**config.mk**
```make
export PLATFORM = sky130hd
export DESIGN_NAME = tc_uart_flat
export DESIGN_NICKNAME = d
export VERILOG_FILES = /design/src/rtl/tc_io_pkg.sv /design/src/rtl/tc_uart_if.sv /design/src/rtl/tc_fifo.sv /design/src/rtl/tc_uart.sv /design/src/flat_wrapper.sv
export SDC_FILE = /design/constraint.sdc
export NUM_CORES = 1
export LEC_CHECK = 0
export ABC_AREA = 1
export CAP_MARGIN = 20
export CELL_PAD_IN_SITES_DETAIL_PLACEMENT = 2
export CELL_PAD_IN_SITES_GLOBAL_PLACEMENT = 2
export CORE_AREA = 5 5 250 252
export CTS_CLUSTER_SIZE = 8
export DETAILED_ROUTE_END_ITERATION = 12
export DIE_AREA = 0 0 255 257
export MAX_ROUTING_LAYER = met4
export PLACE_DENSITY = 0.59
export SLEW_MARGIN = 0
export SYNTH_ARGS = -nofsm -noshare
export SYNTH_HDL_FRONTEND = slang
export SYNTH_HIERARCHICAL = 1
export SYNTH_SLANG_ARGS = --single-unit
```
**constraint.sdc**
```tcl
create_clock -name Ph0 -period 3.95 [get_ports Ph0]
set_input_delay 0.395 -clock Ph0 [delete_from_list [all_inputs] [get_ports Ph0]]
set_output_delay 0.395 -clock Ph0 [all_outputs]
set_load 0.02 [all_outputs]
```
**src/rtl/tc_io_pkg.sv**
```systemverilog
// Shared definitions for the TinyComp I/O-bus UART: register offsets, status bit
// positions, FSM state encodings and the STATUS register layout.
package tc_io_pkg;

  localparam logic [1:0] UART_DATA   = 2'd0;
  localparam logic [1:0] UART_STATUS = 2'd1;

  localparam int unsigned STAT_RX_NE   = 0;
  localparam int unsigned STAT_TX_FULL = 1;
  localparam int unsigned STAT_TX_BUSY = 2;
  localparam int unsigned STAT_RXOVF   = 3;
  localparam int unsigned STAT_TXOVF   = 4;
  localparam int unsigned STAT_FERR    = 5;

  typedef enum logic [1:0] {
    TX_IDLE  = 2'd0,
    TX_START = 2'd1,
    TX_DATA  = 2'd2,
    TX_STOP  = 2'd3
  } tx_state_t;

  typedef enum logic [1:0] {
    RX_IDLE  = 2'd0,
    RX_START = 2'd1,
    RX_DATA  = 2'd2,
    RX_STOP  = 2'd3
  } rx_state_t;

  // Member order matches the STAT_* bit positions (ferr is the MSB).
  typedef struct packed {
    logic ferr;
    logic txovf;
    logic rxovf;
    logic tx_busy;
    logic tx_full;
    logic rx_ne;
  } uart_status_t;

  function automatic logic [31:0] status_word(input uart_status_t s);
    return {26'b0, s};
  endfunction

endpackage

```
**src/rtl/tc_uart_if.sv**
```systemverilog
// TinyComp I/O bus as seen by one responder: CPU Input/Output instruction signals.
interface tc_uart_if;

  logic [31:0] IOaddr;
  logic        InStrobe;
  logic [31:0] InData;
  logic        InRdy;
  logic        OutStrobe;
  logic [31:0] OutData;

  modport master (
    output IOaddr, InStrobe, OutStrobe, OutData,
    input  InData, InRdy
  );

  modport slave (
    input  IOaddr, InStrobe, OutStrobe, OutData,
    output InData, InRdy
  );

endinterface

```
**src/rtl/tc_fifo.sv**
```systemverilog
// Synchronous byte FIFO with a look-ahead head; a push on a full FIFO is accepted
// only when a pop happens on the same edge.
module tc_fifo #(
  parameter int unsigned DEPTH = 16
) (
  input  logic       clk,
  input  logic       rst_n,
  input  logic       push,
  input  logic       pop,
  input  logic [7:0] din,
  output logic [7:0] head,
  output logic       full,
  output logic       empty
);

  localparam int unsigned AW = $clog2(DEPTH);
  localparam logic [AW:0] FULL_CNT = (AW + 1)'(DEPTH);

  logic [7:0]    mem [DEPTH];
  logic [AW-1:0] wr_ptr;
  logic [AW-1:0] rd_ptr;
  logic [AW:0]   count;
  logic          do_push_c;
  logic          do_pop_c;

  assign empty     = (count == '0);
  assign full      = (count == FULL_CNT);
  assign head      = mem[rd_ptr];
  assign do_pop_c  = pop && !empty;
  assign do_push_c = push && (!full || do_pop_c);

  always_ff @(posedge clk) begin
    if (do_push_c) mem[wr_ptr] <= din;
  end

  always_ff @(posedge clk or negedge rst_n) begin
    if (!rst_n) begin
      wr_ptr <= '0;
      rd_ptr <= '0;
      count  <= '0;
    end else begin
      if (do_push_c) wr_ptr <= wr_ptr + AW'(1);
      if (do_pop_c)  rd_ptr <= rd_ptr + AW'(1);
      case ({do_push_c, do_pop_c})
        2'b10:   count <= count + (AW + 1)'(1);
        2'b01:   count <= count - (AW + 1)'(1);
        default: count <= count;
      endcase
    end
  end

endmodule

```
**src/rtl/tc_uart.sv**
```systemverilog
// Memory-mapped 8N1 UART responding on the TinyComp I/O bus, with TX and RX FIFOs
// so the CPU can poll with skip-on-InRdy.
module tc_uart
  import tc_io_pkg::*;
#(
  parameter logic [31:0] BASE         = 32'h0000_0000,
  parameter int unsigned CLKS_PER_BIT = 434,
  parameter int unsigned FIFO_DEPTH   = 16
) (
  input  logic          Ph0,
  input  logic          Reset,
  tc_uart_if.slave      bus,
  output logic          TxD,
  input  logic          RxD
);

  localparam int unsigned     CW       = $clog2(CLKS_PER_BIT);
  localparam logic [CW-1:0]   CNT_LAST = CW'(CLKS_PER_BIT - 1);
  localparam logic [CW-1:0]   CNT_MID  = CW'(CLKS_PER_BIT / 2 - 1);

  // Bus decode and strobe qualification
  logic sel_c, data_sel_c, stat_sel_c;
  logic tx_push_c, rx_pop_c, stat_rd_c;
  logic tx_pop_c, tx_full, tx_empty;
  logic rx_push_c, rx_full, rx_empty;
  logic [7:0] tx_head, rx_head;

  assign sel_c      = (bus.IOaddr[31:2] == BASE[31:2]);
  assign data_sel_c = sel_c && (bus.IOaddr[1:0] == UART_DATA);
  assign stat_sel_c = sel_c && (bus.IOaddr[1:0] == UART_STATUS);
  assign tx_push_c  = bus.OutStrobe && data_sel_c;
  assign rx_pop_c   = bus.InStrobe && data_sel_c && !rx_empty;
  assign stat_rd_c  = bus.InStrobe && stat_sel_c;

  logic unused_c;
  assign unused_c = ^{bus.OutData[31:8], BASE[1:0]};

  logic [7:0] rx_shift;

  tc_fifo #(.DEPTH(FIFO_DEPTH)) u_tx_fifo (
    .clk   (Ph0),
    .rst_n (Reset),
    .push  (tx_push_c),
    .pop   (tx_pop_c),
    .din   (bus.OutData[7:0]),
    .head  (tx_head),
    .full  (tx_full),
    .empty (tx_empty)
  );

  tc_fifo #(.DEPTH(FIFO_DEPTH)) u_rx_fifo (
    .clk   (Ph0),
    .rst_n (Reset),
    .push  (rx_push_c),
    .pop   (rx_pop_c),
    .din   (rx_shift),
    .head  (rx_head),
    .full  (rx_full),
    .empty (rx_empty)
  );

  // ---------------- Transmitter ----------------
  tx_state_t     tx_state, tx_next;
  logic [CW-1:0] tx_cnt;
  logic [2:0]    tx_bit;
  logic [7:0]    tx_shift, tx_shift_nxt_c;
  logic          txd, txd_nxt_c;
  logic          tx_last_c;

  assign tx_last_c = (tx_cnt == CNT_LAST);

  always_ff @(posedge Ph0 or negedge Reset) begin
    if (!Reset) tx_state <= TX_IDLE;
    else        tx_state <= tx_next;
  end

  always_comb begin
    tx_next = tx_state;
    case (tx_state)
      TX_IDLE:  if (!tx_empty) tx_next = TX_START;
      TX_START: if (tx_last_c) tx_next = TX_DATA;
      TX_DATA:  if (tx_last_c && (tx_bit == 3'd7)) tx_next = TX_STOP;
      TX_STOP:  if (tx_last_c) tx_next = tx_empty ? TX_IDLE : TX_START;
      default:  tx_next = TX_IDLE;
    endcase
  end

  // Line level is computed from the next state so TxD is a clean flop output.
  always_comb begin
    tx_pop_c       = 1'b0;
    tx_shift_nxt_c = tx_shift;
    txd_nxt_c      = 1'b1;
    if (((tx_state == TX_IDLE) || ((tx_state == TX_STOP) && tx_last_c)) && !tx_empty) begin
      tx_pop_c       = 1'b1;
      tx_shift_nxt_c = tx_head;
    end else if ((tx_state == TX_DATA) && tx_last_c) begin
      tx_shift_nxt_c = {1'b0, tx_shift[7:1]};
    end
    case (tx_next)
      TX_START: txd_nxt_c = 1'b0;
      TX_DATA:  txd_nxt_c = tx_shift_nxt_c[0];
      default:  txd_nxt_c = 1'b1;
    endcase
  end

  always_ff @(posedge Ph0 or negedge Reset) begin
    if (!Reset) begin
      tx_cnt   <= '0;
      tx_bit   <= '0;
      tx_shift <= '0;
      txd      <= 1'b1;
    end else begin
      txd      <= txd_nxt_c;
      tx_shift <= tx_shift_nxt_c;
      if (tx_state == TX_IDLE) tx_cnt <= '0;
      else                     tx_cnt <= tx_last_c ? '0 : tx_cnt + CW'(1);
      if (tx_state != TX_DATA)  tx_bit <= '0;
      else if (tx_last_c)       tx_bit <= tx_bit + 3'd1;
    end
  end

  assign TxD = txd;

  // ---------------- Receiver ----------------
  logic [1:0]    rx_sync;
  logic          rx_s;
  rx_state_t     rx_state, rx_next;
  logic [CW-1:0] rx_cnt;
  logic [2:0]    rx_bit;
  logic          rx_last_c, rx_mid_c, rx_sample_c, ferr_set_c;

  always_ff @(posedge Ph0 or negedge Reset) begin
    if (!Reset) rx_sync <= 2'b11;
    else        rx_sync <= {rx_sync[0], RxD};
  end

  assign rx_s      = rx_sync[1];
  assign rx_last_c = (rx_cnt == CNT_LAST);
  assign rx_mid_c  = (rx_cnt == CNT_MID);

  always_ff @(posedge Ph0 or negedge Reset) begin
    if (!Reset) rx_state <= RX_IDLE;
    else        rx_state <= rx_next;
  end

  always_comb begin
    rx_next = rx_state;
    case (rx_state)
      RX_IDLE:  if (!rx_s) rx_next = RX_START;
      RX_START: if (rx_mid_c) rx_next = rx_s ? RX_IDLE : RX_DATA;
      RX_DATA:  if (rx_last_c && (rx_bit == 3'd7)) rx_next = RX_STOP;
      RX_STOP:  if (rx_last_c) rx_next = RX_IDLE;
      default:  rx_next = RX_IDLE;
    endcase
  end

  always_comb begin
    rx_sample_c = 1'b0;
    rx_push_c   = 1'b0;
    ferr_set_c  = 1'b0;
    case (rx_state)
      RX_DATA: rx_sample_c = rx_last_c;
      RX_STOP: begin
        rx_push_c  = rx_last_c && rx_s;
        ferr_set_c = rx_last_c && !rx_s;
      end
      default: ;
    endcase
  end

  // The idle-exit edge counts as the first cycle of the start bit, so the
  // mid-start sample lands half a bit after the synchronized falling edge.
  always_ff @(posedge Ph0 or negedge Reset) begin
    if (!Reset) begin
      rx_cnt   <= '0;
      rx_bit   <= '0;
      rx_shift <= '0;
    end else begin
      case (rx_state)
        RX_IDLE: begin
          rx_cnt <= rx_s ? '0 : CW'(1);
          rx_bit <= '0;
        end
        RX_START: rx_cnt <= rx_mid_c ? '0 : rx_cnt + CW'(1);
        default:  rx_cnt <= rx_last_c ? '0 : rx_cnt + CW'(1);
      endcase
      if (rx_sample_c) begin
        rx_shift <= {rx_s, rx_shift[7:1]};
        rx_bit   <= rx_bit + 3'd1;
      end
    end
  end

  // ---------------- Sticky flags and read mux ----------------
  logic ferr, txovf, rxovf;
  logic txovf_set_c, rxovf_set_c;

  assign txovf_set_c = tx_push_c && tx_full && !tx_pop_c;
  assign rxovf_set_c = rx_push_c && rx_full && !rx_pop_c;

  always_ff @(posedge Ph0 or negedge Reset) begin
    if (!Reset) begin
      ferr  <= 1'b0;
      txovf <= 1'b0;
      rxovf <= 1'b0;
    end else begin
      ferr  <= ferr_set_c  | (ferr  & ~stat_rd_c);
      txovf <= txovf_set_c | (txovf & ~stat_rd_c);
      rxovf <= rxovf_set_c | (rxovf & ~stat_rd_c);
    end
  end

  uart_status_t st_c;
  logic [31:0]  in_data_c;
  logic         in_rdy_c;

  always_comb begin
    st_c.ferr    = ferr;
    st_c.txovf   = txovf;
    st_c.rxovf   = rxovf;
    st_c.tx_busy = !tx_empty || (tx_state != TX_IDLE);
    st_c.tx_full = tx_full;
    st_c.rx_ne   = !rx_empty;
  end

  always_comb begin
    in_data_c = '0;
    in_rdy_c  = 1'b0;
    if (data_sel_c) begin
      in_rdy_c = !rx_empty;
      if (!rx_empty) in_data_c = {24'b0, rx_head};
    end else if (stat_sel_c) begin
      in_rdy_c  = !tx_full;
      in_data_c = status_word(st_c);
    end
  end

  assign bus.InData = in_data_c;
  assign bus.InRdy  = in_rdy_c;

endmodule

```
**src/flat_wrapper.sv**
```systemverilog
// flat-port wrapper written by rule: the top's interface ports become plain ports
module tc_uart_flat import tc_io_pkg::*;
#(
  parameter logic [31:0] BASE         = 32'h0000_0000,
  parameter int unsigned CLKS_PER_BIT = 434,
  parameter int unsigned FIFO_DEPTH   = 16
)
  (Ph0, Reset, TxD, RxD, bus_IOaddr, bus_InStrobe, bus_OutStrobe, bus_OutData, bus_InData, bus_InRdy);
  tc_uart_if bus_i ();
  input  logic Ph0;
  input  logic Reset;
  output logic TxD;
  input  logic RxD;
  input wire logic [$bits(bus_i.IOaddr)-1:0] bus_IOaddr;
  input wire logic [$bits(bus_i.InStrobe)-1:0] bus_InStrobe;
  input wire logic [$bits(bus_i.OutStrobe)-1:0] bus_OutStrobe;
  input wire logic [$bits(bus_i.OutData)-1:0] bus_OutData;
  output wire logic [$bits(bus_i.InData)-1:0] bus_InData;
  output wire logic [$bits(bus_i.InRdy)-1:0] bus_InRdy;
  assign bus_i.IOaddr = bus_IOaddr;
  assign bus_i.InStrobe = bus_InStrobe;
  assign bus_i.OutStrobe = bus_OutStrobe;
  assign bus_i.OutData = bus_OutData;
  assign bus_InData = bus_i.InData;
  assign bus_InRdy = bus_i.InRdy;
  tc_uart #(.BASE(BASE), .CLKS_PER_BIT(CLKS_PER_BIT), .FIFO_DEPTH(FIFO_DEPTH)) u_core (.Ph0(Ph0), .Reset(Reset), .bus(bus_i), .TxD(TxD), .RxD(RxD));
endmodule
```
==> impl_metrics.xml <==
<?xml version="1.0" encoding="UTF-8"?>
<metrics>
  <group name="setup_path">
    <metric name="worstPathMaxFanout" unit="">73</metric>
    <metric name="worst_setup_path_start_kind" unit="">register</metric>
    <metric name="critical_path_arrival" unit="ns">3.25</metric>
    <metric name="r2r-start" unit="">u_core/rx_cnt[1]</metric>
    <metric name="worst-setup-path-type" unit="">reg2out</metric>
    <metric name="timing.critical_path.required" unit="ns">3.56</metric>
    <metric name="cp-end-kind" unit="">primary output</metric>
    <metric name="worstSetupStartpoint" unit="">u_core/u_rx_fifo/rd_ptr[0]</metric>
  </group>
  <group name="power">
    <metric name="peak_ir_drop_on_the_vdd_network" unit="mV">0.266</metric>
    <metric name="power_per_cell_area" unit="nW/um2">435</metric>
    <metric name="leakagePower" unit="nW">6.80</metric>
  </group>
  <group name="status">
    <metric name="result_of_the_run" unit="">finished clean</metric>
  </group>
  <group name="timing">
    <metric name="hold_viol" unit="">0</metric>
    <metric name="setup_viol" unit="">0</metric>
    <metric name="tns" unit="ns">0</metric>
    <metric name="fmax" unit="MHz">274</metric>
    <metric name="worst_slew_margin_rel" unit="%">48.3</metric>
    <metric name="timing.final.max_slew_violations" unit="">0</metric>
    <metric name="worst-slew-pin-transition" unit="ns">0.776</metric>
    <metric name="clock_skew" unit="ns">0.0168</metric>
    <metric name="period_share" unit="%">92.4</metric>
    <metric name="period_minus_ws_final" unit="ns">3.65</metric>
    <metric name="grt_setup_unrepaired" unit="">false</metric>
  </group>
  <group name="synth">
    <metric name="synth_ff_type" unit="">sky130_fd_sc_hd__edfxtp_1</metric>
    <metric name="yosysSeqAreaShare" unit="%">64.5</metric>
    <metric name="number_of_enable_type_register_cells_in_the_synthesized_netlist" unit="">256</metric>
    <metric name="yosys.cell_types.count" unit="">44</metric>
    <metric name="synthCells" unit="">1334</metric>
    <metric name="asyncSetResetFlopFracSynth" unit="%">22.9</metric>
    <metric name="synth_area" unit="um2">14900</metric>
    <metric name="synth-seq-cells" unit="">332</metric>
    <metric name="syn_area_per_cell" unit="um2">11.1</metric>
    <metric name="ys_warnings" unit="">6</metric>
  </group>
  <group name="global_routing">
    <metric name="overall_fraction_of_global_route_tracks_in_use" unit="%">13.0</metric>
    <metric name="maximum_number_of_pins_on_one_net_before_global_route_repair" unit="">74</metric>
    <metric name="number_of_antenna_violations_at_the_first_check_in_global_routing" unit="">0</metric>
    <metric name="global_route_wire_length_before_repair" unit="mm">65.4</metric>
    <metric name="number_of_global_route_vias_before_repair" unit="">11363</metric>
    <metric name="grt_overflow" unit="">0</metric>
  </group>
  <group name="die">
    <metric name="starting_utilization_of_the_core_area" unit="%">24.8</metric>
    <metric name="top_level_ports" unit="">103</metric>
    <metric name="area_of_the_die" unit="um2">65500</metric>
    <metric name="design.core.area" unit="um2">59900</metric>
    <metric name="die_x" unit="um">255</metric>
    <metric name="die-height" unit="um">257</metric>
    <metric name="rows" unit="">90</metric>
  </group>
  <group name="cells_and_area">
    <metric name="layout.cell_area.non_filler" unit="um2">17700</metric>
    <metric name="design.final.nets" unit="">1525</metric>
    <metric name="layout_commonest_cell" unit="">sky130_fd_sc_hd__nor2_1</metric>
    <metric name="final_layout_size_suffix_gt1_share" unit="%">10.0</metric>
    <metric name="layout.cells.most_common_list" unit="">258 x sky130_fd_sc_hd__nor2_1, 256 x sky130_fd_sc_hd__edfxtp_1, 139 x sky130_fd_sc_hd__nand2_1</metric>
    <metric name="flow.area_growth_from_synthesis" unit="%">19.4</metric>
    <metric name="nFillCells" unit="">6539</metric>
    <metric name="n_antenna_cell" unit="">0</metric>
  </group>
  <group name="route">
    <metric name="avgRoutedWirePerCell" unit="um">18.5</metric>
    <metric name="drc" unit="">0</metric>
    <metric name="ant_nets" unit="">0</metric>
    <metric name="mean_number_of_vias_per_cell" unit="">4.48</metric>
    <metric name="via_count" unit="">10080</metric>
    <metric name="first_iteration_detailed_routing_drc_count" unit="">506</metric>
    <metric name="routed_wirelength" unit="mm">41.6</metric>
    <metric name="drt_pass1_iterations" unit="">4</metric>
  </group>
  <group name="clock_network">
    <metric name="h-tree-depth" unit="">2</metric>
    <metric name="post_cts_buffers" unit="">0</metric>
    <metric name="post_cts.resized_instances" unit="">0</metric>
    <metric name="tritoncts" unit="">built</metric>
    <metric name="reg_clk_slew_reported_paths" unit="ns">0.05</metric>
    <metric name="clk_latency" unit="ns">0.58</metric>
    <metric name="cts-hold-fix-buffers" unit="">1</metric>
    <metric name="cts.sinks" unit="">332</metric>
    <metric name="cts_buffers" unit="">48</metric>
    <metric name="cts_root_buffer" unit="">sky130_fd_sc_hd__clkbuf_16</metric>
    <metric name="clk_path_buf_depth" unit="">3</metric>
  </group>
  <group name="place">
    <metric name="finalWeightedCongestion" unit="">0.729</metric>
    <metric name="detailedPlacementHpwl" unit="mm">26.8</metric>
    <metric name="placement.cell_area" unit="um2">16300</metric>
    <metric name="place.port_buffers" unit="">54</metric>
  </group>
  <group name="run">
    <metric name="timing.max_cap.violations" unit="">0</metric>
  </group>
  <group name="hold_path">
    <metric name="min-delay-start" unit="">RxD</metric>
    <metric name="worst_hold_path_type" unit="">in2reg</metric>
  </group>
</metrics>
[worst paths after layout]
| check | slack, ns | cells after the start | endpoint |
|---|---|---|---|
| worst max-delay path | 0.30 | 8 | bus_InData[2] |
| worst min-delay path | 0.23 | 1 | u_core/rx_sync[0] |
| worst max register to register | 1.28 | 17 | u_core/u_rx_fifo/count[4] |
| worst min register to register | 0.36 | 0 | u_core/rx_sync[1] |
| max in group asynchronous | 2.63 | 3 | u_core/TxD |
| min in group asynchronous | 0.41 | 2 | u_core/u_rx_fifo/rd_ptr[2] |
[cells in the mapped netlist, drive strengths merged (2+ instances only)]
cell type,n,area [um2]
clkbuf,11,43.8
o21ai,153,788
xor2,19,181
edfxtp,256,7690
nand2,153,682
fa,2,40.0
buf,67,462
nand3b,2,15.0
xnor2,4,35.0
o211ai,70,526
nor3,6,30.0
dfstp,3,78.8
inv,96,370
nand4,9,56.3
a21oi,31,155
nand3,76,440
o22ai,2,12.5
clkinv,5,31.3
nor2,265,1050
ha,25,313
dfrtp,73,1830
[kinds of logic (layout without fill, tap and decap cells)]
family | count (synthesis) | count (layout) | synth area share [%]
compound gates | 259 | 259 | 10.1
xor+xnor | 23 | 23 | 1.46
fa+ha+maj | 27 | 27 | 2.37
buf+inv | 179 | 289 | 6.10
flops | 332 | 332 | 64.5
other cells | 1 | 24 | 0.0252
simple gates | 513 | 513 | 15.4
[where the power goes]
| part | switching (mW) | total, mW | internal (mW) |
|---|---|---|---|
| Combinational | 0.0711 | 0.112 | 0.0413 |
| Clock | 1.57 | 3.86 | 2.29 |
| Sequential | 0.000503 | 3.75 | 3.75 |
| Total | 1.64 | 7.72 | 6.08 |
[state kept, by name (all words and copies together) (netlist names), 3 cells and up, named ones only]
register,count
u_core/u_rx_fifo/rd_ptr,4
u_core/tx_shift,8
u_core/rx_bit,3
u_core/rx_cnt,9
u_core/u_tx_fifo/wr_ptr,4
u_core/u_rx_fifo/mem,128
u_core/tx_bit,3
u_core/u_tx_fifo/rd_ptr,4
u_core/rx_shift,8
u_core/tx_cnt,9
u_core/u_rx_fifo/wr_ptr,4
u_core/u_tx_fifo/mem,128
u_core/u_rx_fifo/count,5
u_core/u_tx_fifo/count,5
[worst max-delay path, stage by stage (launching register included)]
cell,delay (ns)
sky130_fd_sc_hd__dfrtp_2,0.38
sky130_fd_sc_hd__buf_4,0.61
sky130_fd_sc_hd__o21ai_0,0.23
sky130_fd_sc_hd__o211ai_1,0.27
sky130_fd_sc_hd__nand3_1,0.18
sky130_fd_sc_hd__nand2_1,0.14
sky130_fd_sc_hd__inv_1,0.05
sky130_fd_sc_hd__o22ai_1,0.12
sky130_fd_sc_hd__clkdlybuf4s50_1,0.66
[per-stage QoR]
stage	utilization, %	hold WS, ns	setup slack [ns]	std cells	total power [mW]
6_report	29.6	0.228	0.301	2249	7.72
5_1_grt	29.6	0.186	0.0861	2249	8.03
4_1_cts	29.6	0.185	0.188	2249	7.89
3_5_place_dp	27.2	0.348	0.704	2160	3.93
3_3_place_gp	27.2	0.348	0.722	2160	3.93
2_1_floorplan	-	0.0994	1.35	1357	3.86
[routing by layer]
layer | vias to the layer above | track usage (%) | wire (um)
li1 | 4771 | - | -
met4 | 0 | 3.86 | 1130
met3 | 77 | 2.26 | 1110
met5 | - | - | 0
met1 | 5130 | 15.8 | 18200
met2 | 102 | 22.3 | 21200
[area by class of cell]
cell class              count  area, um2  share of cell area, %
inverters                 101        402                   2.26
multi-input cells         846       4450                   25.1
clock buffers              83       1330                   7.51
well taps                 782        978                   5.51
repair buffers            100        898                   5.06
flip-flops and latches    332       9600                   54.1
clock inverters             5       90.1                  0.508
(Power assumes the default switching activity.)
